$ cat src/rtl/systolic_ctrl_pkg.sv
// Shared types and helpers for the systolic tile controller.
package systolic_ctrl_pkg;

    typedef enum logic [2:0] {
        IDLE,
        LOAD,
        FEED,
        DRAIN,
        COLLECT,
        READOUT,
        DONE
    } tile_state_e;

    // Skewed operands need 2N-1 shifts to fully enter an N x N array.
    function automatic int feed_cycles(input int n);
        return 2 * n - 1;
    endfunction

endpackage

$ cat src/rtl/systolic_tile_controller_phase_counter.sv
// Loadable down-counter with terminal-count flag.
// Times the FEED, DRAIN and COLLECT phases.
module phase_counter #(
    parameter int CNT_W = 8
) (
    input  logic             clk,
    input  logic             rst,
    input  logic             load,
    input  logic [CNT_W-1:0] load_value,
    input  logic             dec,
    output logic             tc
);

    logic [CNT_W-1:0] count;

    always_ff @(posedge clk or negedge rst) begin
        if (!rst) begin
            count <= '0;
        end else if (load) begin
            count <= load_value;
        end else if (dec && (count != '0)) begin
            count <= count - 1'b1;
        end
    end

    assign tc = (count == '0);

endmodule

$ cat src/rtl/systolic_tile_controller.sv
// Control sequencer for one systolic tile: LOAD, FEED, DRAIN, COLLECT, READOUT, DONE.
// Optional cycle counter output tile_cycles enabled by TILE_CTRL_PERF_EN.
module systolic_tile_controller #(
    parameter int ARRAY_SIZE   = 4,
    parameter int DRAIN_CYCLES = 4,
    parameter int CNT_W        = 8,
    localparam int PTR_W       = (ARRAY_SIZE > 1) ? $clog2(ARRAY_SIZE) : 1
) (
    input  logic             clk,
    input  logic             rst,
    input  logic             start,
    output logic             busy,
    output logic             done,
    input  logic             in_valid,
    output logic             in_ready,
    output logic             sb_write,
    output logic [PTR_W-1:0] sb_row_ptr,
    output logic             sb_enable,
    output logic             pe_enable,
    output logic             rsb_write,
    output logic             rsb_enable,
    output logic             rsb_read,
    output logic             out_valid,
    input  logic             out_ready
`ifdef TILE_CTRL_PERF_EN
   ,output logic [31:0]      tile_cycles
`endif
);

    import systolic_ctrl_pkg::*;

    // Counter is loaded with (length - 1) and the phase ends on terminal count.
    localparam logic [CNT_W-1:0] FEED_LOAD    = CNT_W'(feed_cycles(ARRAY_SIZE) - 1);
    localparam logic [CNT_W-1:0] DRAIN_LOAD   = CNT_W'((DRAIN_CYCLES > 0) ? DRAIN_CYCLES - 1 : 0);
    localparam logic [CNT_W-1:0] COLLECT_LOAD = CNT_W'(ARRAY_SIZE - 1);
    localparam logic [PTR_W-1:0] LAST_BEAT    = PTR_W'(ARRAY_SIZE - 1);

    // Handshakes: a beat transfers on a clock edge where valid and ready are both high;
    // ready is decoded from state only and never depends on valid.
    tile_state_e      state, next_state;
    logic [PTR_W-1:0] beat_cnt;
    logic             beat_inc, beat_clr;
    logic             pc_load, pc_dec, pc_tc;
    logic [CNT_W-1:0] pc_value;

    always_ff @(posedge clk or negedge rst) begin
        if (!rst) begin
            state <= IDLE;
        end else begin
            state <= next_state;
        end
    end

    always_comb begin
        next_state = state;
        beat_inc   = 1'b0;
        beat_clr   = 1'b0;
        pc_load    = 1'b0;
        pc_value   = '0;
        case (state)
            IDLE: begin
                if (start) begin
                    next_state = LOAD;
                    beat_clr   = 1'b1;
                end
            end
            LOAD: begin
                if (in_valid) begin
                    if (beat_cnt == LAST_BEAT) begin
                        next_state = FEED;
                        beat_clr   = 1'b1;
                        pc_load    = 1'b1;
                        pc_value   = FEED_LOAD;
                    end else begin
                        beat_inc = 1'b1;
                    end
                end
            end
            FEED: begin
                if (pc_tc) begin
                    pc_load = 1'b1;
                    if (DRAIN_CYCLES == 0) begin
                        next_state = COLLECT;
                        pc_value   = COLLECT_LOAD;
                    end else begin
                        next_state = DRAIN;
                        pc_value   = DRAIN_LOAD;
                    end
                end
            end
            DRAIN: begin
                if (pc_tc) begin
                    next_state = COLLECT;
                    pc_load    = 1'b1;
                    pc_value   = COLLECT_LOAD;
                end
            end
            COLLECT: begin
                if (pc_tc) begin
                    next_state = READOUT;
                end
            end
            READOUT: begin
                if (out_ready) begin
                    if (beat_cnt == LAST_BEAT) begin
                        next_state = DONE;
                    end else begin
                        beat_inc = 1'b1;
                    end
                end
            end
            DONE: begin
                next_state = IDLE;
            end
            default: begin
                next_state = IDLE;
            end
        endcase
    end

    // Shared by LOAD (row pointer) and READOUT (result beats).
    always_ff @(posedge clk or negedge rst) begin
        if (!rst) begin
            beat_cnt <= '0;
        end else if (beat_clr) begin
            beat_cnt <= '0;
        end else if (beat_inc) begin
            beat_cnt <= beat_cnt + 1'b1;
        end
    end

    assign pc_dec = (state == FEED) || (state == DRAIN) || (state == COLLECT);

    phase_counter #(
        .CNT_W(CNT_W)
    ) u_phase_counter (
        .clk       (clk),
        .rst       (rst),
        .load      (pc_load),
        .load_value(pc_value),
        .dec       (pc_dec),
        .tc        (pc_tc)
    );

    assign busy       = (state != IDLE);
    assign done       = (state == DONE);
    assign in_ready   = (state == LOAD);
    assign sb_write   = in_valid & in_ready;
    assign sb_row_ptr = (state == LOAD) ? beat_cnt : '0;
    assign sb_enable  = (state == FEED);
    assign pe_enable  = (state == FEED) || (state == DRAIN) || (state == COLLECT);
    assign rsb_write  = (state == COLLECT);
    assign rsb_enable = (state == COLLECT);
    assign out_valid  = (state == READOUT);
    assign rsb_read   = out_valid & out_ready;

`ifdef TILE_CTRL_PERF_EN
    logic [31:0] perf_cnt;
    logic [31:0] perf_next;

    assign perf_next = (&perf_cnt) ? perf_cnt : perf_cnt + 32'd1;

    always_ff @(posedge clk or negedge rst) begin
        if (!rst) begin
            perf_cnt    <= '0;
            tile_cycles <= '0;
        end else begin
            if ((state == IDLE) && (next_state == LOAD)) begin
                perf_cnt <= '0;
            end else if ((state != IDLE) && (state != DONE)) begin
                perf_cnt <= perf_next;
            end
            // The edge entering DONE still counts as a tile cycle.
            if ((next_state == DONE) && (state != DONE)) begin
                tile_cycles <= perf_next;
            end
        end
    end
`endif

endmodule

$ cat config.mk
export PLATFORM = sky130hd
export DESIGN_NAME = systolic_tile_controller
export DESIGN_NICKNAME = d
export VERILOG_FILES = /design/src/rtl/systolic_ctrl_pkg.sv /design/src/rtl/systolic_tile_controller_phase_counter.sv /design/src/rtl/systolic_tile_controller.sv
export SDC_FILE = /design/constraint.sdc
export NUM_CORES = 1
export LEC_CHECK = 0
export ABC_AREA = 1
export BUFFER_PORTS_ARGS = -buffer_cell sky130_fd_sc_hd__buf_2
export CAP_MARGIN = 30
export CORE_MARGIN = 5
export CORE_UTILIZATION = 48
export DETAILED_ROUTE_END_ITERATION = 6
export PLACE_DENSITY = 0.82
export SETUP_SLACK_MARGIN = 0.05
export SLEW_MARGIN = 30
export SYNTH_ARGS = -nofsm -noshare
export SYNTH_HDL_FRONTEND = slang
export SYNTH_SLANG_ARGS = --single-unit
$ cat constraint.sdc
create_clock -name clk -period 1.75 [get_ports clk]
set_input_delay 0.35 -clock clk [delete_from_list [all_inputs] [get_ports clk]]
set_output_delay 0.35 -clock clk [all_outputs]
set_load 0.05 [all_outputs]
==> impl_metrics.py, run 1 <==
metrics = {
    "detailed_routing": {
        "via_per_inst": 5.00,
        "wire_per_inst_um": 12.0,
        "post-route-drc-count": 0,
        "initialDrtViolationCount": 31,
        "vias": 1011,
        "firstDrtPassIters": 4,
        "postRouteAntennaNets": 0,
        "totalWireLength_mm": 2.42,
    },
    "synth": {
        "yosys_warnings": 0,
        "yosysSeqAreaShare": 0.317,
        "synth_common_cells": "nand2_1, inv_1, nor2_1",
        "synth_ff_type": "dfrtp_1",
        "synth_top_area_frac": 0.317,
        "syn_area_sq_um": 1030,
        "synth_nets": 159,
        "ys_types": 22,
        "synth-edff-count": 0,
        "syn_avg_cell_area_sq_um": 6.79,
        "synth_area_leader_cell": "dfrtp_1",
        "ys_async_sr_fraction": 1.00,
        "synth_area_leaders": "dfrtp_1, nand2_1, inv_1, nor2_1, nand3_1",
        "syn-instance-count": 151,
        "ys_ff_latch": 13,
        "synth_most_common_cell": "nand2_1",
    },
    "finish": {
        "nFillCells": 174,
        "areaGrowthSynthToFinish_pct": 26.0,
        "drive_above_1_share": 0.314,
        "fin_cells": 202,
        "antenna_cells": 0,
        "final_nets": 184,
        "stdcell_area_sq_um": 1290,
    },
    "placement": {
        "place.gp.congestion": 0.806,
        "placedCellCount": 191,
        "io_buffers": 16,
        "dp_hpwl_mm": 1.72,
        "place_area_sq_um": 1120,
    },
    "setup_path": {
        "worstSetupStartpoint": "state[1]",
        "cp.arrival_ns": 1.35,
        "rrSetupSlack_ns": 0.23,
        "path_class": "flip-flop to output port",
        "crit_family": "flip-flops",
        "cp_num_buf_inv": 1,
        "rr_worst_depth": 9,
        "max_stage_delay_ns": 0.48,
        "path_depth": 4,
        "cp-endpoint": "pe_enable",
        "end_kind": "output port",
        "r2r-end": "state[1]",
        "critPathLaunchType": "flip-flop",
        "crit_fanout": 8,
        "worstPathRequired_ns": 1.40,
        "cpMaxStageDelayCell": "dfrtp_2",
        "path_cells": "nor2_4 -> nand2_2 -> nand2_4 -> buf_8",
        "rr_startpoint": "u_phase_counter.count[0]",
    },
    "global_route": {
        "grt_pass1_vias": 956,
        "antenna_found_initial": 0,
        "grt_usage": 0.151,
        "grt_overflow": 0,
        "grt_max_degree": 14,
        "grt_pass1_wl_mm": 3.89,
    },
    "cts": {
        "cts_tree": "built",
        "ctsHtreeMaxLevel": 1,
        "ctsLongestPathBuffers": 2,
        "insertion_delay_ns": 0.27,
        "cts_sinks": 13,
        "cts.reportedPaths.clkPinSlew_ns": 0.08,
        "cts_buffers": 3,
        "cts_root_buf": "clkbuf_4",
    },
    "floorplanning": {
        "fp.coreArea_sq_um": 2000,
        "rows": 16,
        "die_h_um": 56.2,
        "die_area_sq_um": 3160,
        "die_w_um": 56.2,
        "ioPinCount": 17,
        "start_util": 0.513,
    },
    "sta": {
        "relSlewSlack": 0.791,
        "fin_crit_sh": 0.972,
        "max_freq_ghz": 0.588,
        "finClkSkew_ns": 0.00514,
        "worst_slew_pin_slew_ns": 0.313,
        "finalSetupTns_ns": 0,
        "timing.hold.ws_ns": 0.460,
        "final.min_clock_period_ns": 1.70,
        "hold_viol": 0,
        "rsz0062_at_grt": "true",
        "setup_violations": 0,
        "report.final.slew_viol_count": 0,
    },
    "power_and_ir_drop": {
        "leakage_uw": 0.000698,
        "p_total_uw": 2610,
        "internal-power_uw": 1180,
        "p_comb_frac": 0.690,
        "power_frac_seq": 0.238,
        "vdd_drop_max_uv": 1210,
        "switchingPower_uw": 1430,
        "power_density_nw_per_um2": 2020,
        "swShare": 0.549,
        "power.share.clock": 0.072,
    },
    "worst_hold_path": {
        "holdPathStages": 4,
        "worstHoldStart": "start",
        "hold_path_class": "input port to flip-flop",
    },
    "outcome": {
        "status": "complete, no violations",
    },
    "job": {
        "maxCapViolCount": 0,
    },
}
## final cells by class
class,count,area [sq um],area share
Multi-Input combinational cell,106,598,0.463
Sequential cell,13,329,0.255
Timing Repair Buffer,23,193,0.149
Inverter,29,113,0.0871
Tap cell,27,33.8,0.0261
Clock buffer,4,26.3,0.0203
## power groups by stage
stage	clock (uW)	sequential, uW	combinational (uW)
2_1_floorplan	0	543	1320
3_3_place_gp	0	596	1450
3_5_place_dp	0	600	1510
4_1_cts	191	605	1550
5_1_grt	216	646	1980
6_report	188	621	1800
## metal layers
metal  GRT usage  wire (um)  vias up
li1            -          -      521
met1       0.178       1060      460
met2       0.270       1220       28
met3      0.0278        120        2
met4      0.0542          9        0
met5           0          0        -
## worst min-delay path by stage
stage | end | slack [ns]
final | beat_cnt[0] | 0.46
after global routing | beat_cnt[1] | 0.51
after CTS | beat_cnt[0] | 0.46
after detailed placement | u_phase_counter.count[6] | 0.25
after global placement | u_phase_counter.count[6] | 0.26
after floorplan | beat_cnt[0] | 0.05
## metrics by stage
stage / setup slack, ns / utilization
after CTS: 0.0137 / 0.588
after detailed placement: 0.154 / 0.559
after global placement: 0.178 / 0.559
after floorplan: 0.0154 / -
after global routing: -0.00779 / 0.646
final: 0.0481 / 0.646
## worst reg2reg max path, delay by kind of cell (launching register included)
kind,cells,cell delay [ns]
fa+ha+maj,1,0.20
buf+inv,2,0.21
flops,1,0.40
simple gates,6,0.60
## state kept, by name, summed over array words and instances (netlist names)
| register | flops |
|---|---|
| state | 3 |
| u_phase_counter.count | 8 |
| beat_cnt | 2 |
## layout by cell type (no fill, tap or decap), drive strengths merged
cell and instances:
a21oi 2, buf 22, clkbuf 4, clkinvlp 1, dfrtp 13, dlygate4sd3 1, ha 3, inv 28
nand2 38, nand3 16, nand3b 1, nand4 8, nor2 27, nor3 1, o211ai 1, o21ai 7
xor2 2
## logic make-up (layout without fill, tap and decap cells)
group | count (synthesis) | in the layout | synth area share
adder cells (fa/ha/maj) | 3 | 3 | 0.0366
flip-flops | 13 | 13 | 0.317
XOR/XNOR | 2 | 2 | 0.0171
AO/OA/AOI/OAI | 10 | 10 | 0.0597
AND/OR/NAND/NOR | 90 | 91 | 0.427
buffers and inverters | 33 | 56 | 0.143
## repair_timing
action                     4_1_cts  5_1_grt
buffers inserted                 0        5
resized for setup               11       27
setup endpoints to repair       10       17
hold endpoints to repair        13        0
pin swaps                        0        4
hold buffers                     1        0
gates cloned                     0        1
Power figures use the tool's default switching activity.
==> run 2, diff against run 1 <==
CTS_BUF_LIST = sky130_fd_sc_hd__clkbuf_8   (was not set)
==> impl_metrics.py, run 2 (synthesized netlist as in run 1, its figures left out) <==
metrics = {
    "floorplanning": {
        "ioPinCount": 17,
        "die_area_sq_um": 3160,
        "rows": 16,
        "start_util": 0.513,
        "die_h_um": 56.2,
        "fp.coreArea_sq_um": 2000,
        "die_w_um": 56.2,
    },
    "sta": {
        "report.final.slew_viol_count": 0,
        "relSlewSlack": 0.791,
        "final.min_clock_period_ns": 1.65,
        "finClkSkew_ns": 0.00302,
        "worst_slew_pin_slew_ns": 0.314,
        "timing.hold.ws_ns": 0.498,
        "fin_crit_sh": 0.940,
        "setup_violations": 0,
        "hold_viol": 0,
        "rsz0062_at_grt": "true",
        "max_freq_ghz": 0.608,
        "setup_slack_ns": 0.104,
        "finalSetupTns_ns": 0,
    },
    "placement": {
        "place.gp.congestion": 0.806,
        "place_area_sq_um": 1120,
        "io_buffers": 16,
        "dp_slack_ns": 0.154,
        "dp_hpwl_mm": 1.72,
    },
    "detailed_routing": {
        "initialDrtViolationCount": 23,
        "totalWireLength_mm": 2.36,
        "vias": 1011,
        "postRouteAntennaNets": 0,
        "firstDrtPassIters": 4,
        "wire_per_inst_um": 11.5,
        "via_per_inst": 4.93,
        "post-route-drc-count": 0,
    },
    "setup_path": {
        "max_stage_delay_ns": 0.44,
        "end_kind": "output port",
        "cpMaxStageDelayCell": "dfrtp_2",
        "worstPathRequired_ns": 1.40,
        "path_class": "flip-flop to output port",
        "cp_num_buf_inv": 2,
        "crit_fanout": 6,
        "crit_family": "buffers and inverters",
        "path_cells": "buf_4 -> nor3_2 -> buf_2",
        "cp.arrival_ns": 1.30,
        "critPathLaunchType": "flip-flop",
    },
    "global_route": {
        "antenna_found_initial": 0,
        "grt_overflow": 0,
        "grt_usage": 0.153,
        "grt_max_degree": 14,
        "grt_pass1_vias": 950,
        "grt_pass1_wl_mm": 3.90,
    },
    "cts": {
        "cts_buffers": 3,
        "ctsHtreeMaxLevel": 1,
        "cts_sinks": 13,
        "insertion_delay_ns": 0.24,
        "cts.reportedPaths.clkPinSlew_ns": 0.06,
        "ctsLongestPathBuffers": 2,
        "cts_tree": "built",
        "cts_root_buf": "clkbuf_8",
    },
    "finish": {
        "final_cell_mix": "nand2_1, inv_1, nor2_1, nand3_1, buf_4",
        "antenna_cells": 0,
        "areaGrowthSynthToFinish_pct": 26.2,
        "largest_reg_flops": 8,
        "drive_above_1_share": 0.292,
        "final_nets": 187,
        "stdcell_area_sq_um": 1290,
        "regMostFlops": "u_phase_counter.count",
        "largest_registers": "u_phase_counter.count: 8 flops, state: 3 flops, beat_cnt: 2 flops",
        "final_common_cell": "nand2_1",
    },
    "power_and_ir_drop": {
        "power_density_nw_per_um2": 2060,
        "vdd_drop_max_uv": 1390,
        "leakage_uw": 0.000721,
    },
    "outcome": {
        "status": "complete, no violations",
    },
    "worst_hold_path": {
        "hold_path_class": "input port to flip-flop",
    },
    "job": {
        "maxCapViolCount": 0,
    },
}
run 2: cell types whose count changed in the layout (fill, tap and decap cells not counted), sizes merged:
| cell | before | now |
|---|---|---|
| buf | 22 | 24 |
| inv | 28 | 29 |
run 2: repair_timing:
| action | 4_1_cts | 5_1_grt |
|---|---|---|
| hold buffers | 1 | 0 |
| setup buffers | 0 | 8 |
| gates cloned | 0 | 1 |
| resized for setup | 8 | 17 |
| setup endpoints to repair | 10 | 11 |
| hold endpoints to repair | 11 | 0 |
| pin swaps | 0 | 3 |
run 2: area by class of cell:
type,instances,area (sq um)
well taps,27,33.8
flip-flops and latches,13,329
repair buffers,26,199
clock inverters,1,3.75
clock buffers,3,41.3
multi-input cells,106,576
fillers,181,707
inverters,29,113
run 2: layer usage:
metal  vias to the layer above  wire length (um)  global-route usage  part of all wire
met3                         3               102              0.0348             0.043
li1                        524                 -                   -                 -
met1                       466              1060               0.181              0.45
met5                         -                 0                   0                 0
met2                        18              1180               0.267              0.50
met4                         0                22              0.0542            0.0093
run 2: worst reg2reg max path: stages, from the launching register on:
cell and delay (ns):
dfrtp_1 0.39, inv_1 0.14, ha_1 0.20, nand2_1 0.07, inv_1 0.07, nand2_2 0.12
nand2_4 0.14, nand3_1 0.12, nand2_1 0.09, nand2_1 0.06
run 2: worst paths after layout:
check / start / cells past startpoint / slack (ns) / endpoint
hold / removal: start / 4 / 0.50 / beat_cnt[0]
setup / recovery: state[0] / 3 / 0.10 / done
hold reg to reg: u_phase_counter.count[0] / 2 / 0.53 / u_phase_counter.count[0]
max in group asynchronous: rst / 2 / 0.97 / state[1]
min in group asynchronous: rst / 2 / 0.52 / u_phase_counter.count[7]
setup reg to reg: u_phase_counter.count[0] / 9 / 0.25 / state[1]
run 2: report_power, final:
group	leakage, uW	internal, uW	switching [uW]
clock	0.0000269	155	106
sequential	0.000159	449	168
combinational	0.000536	663	1130
total	0.000721	1270	1410
run 2: through the flow:
| step | util | std cells | total power (uW) |
|---|---|---|---|
| floorplan | - | 151 | 1870 |
| global placement | 0.559 | 191 | 2050 |
| detailed placement | 0.559 | 191 | 2110 |
| CTS | 0.594 | 196 | 2410 |
| global route | 0.647 | 205 | 2920 |
| finish | 0.647 | 205 | 2670 |
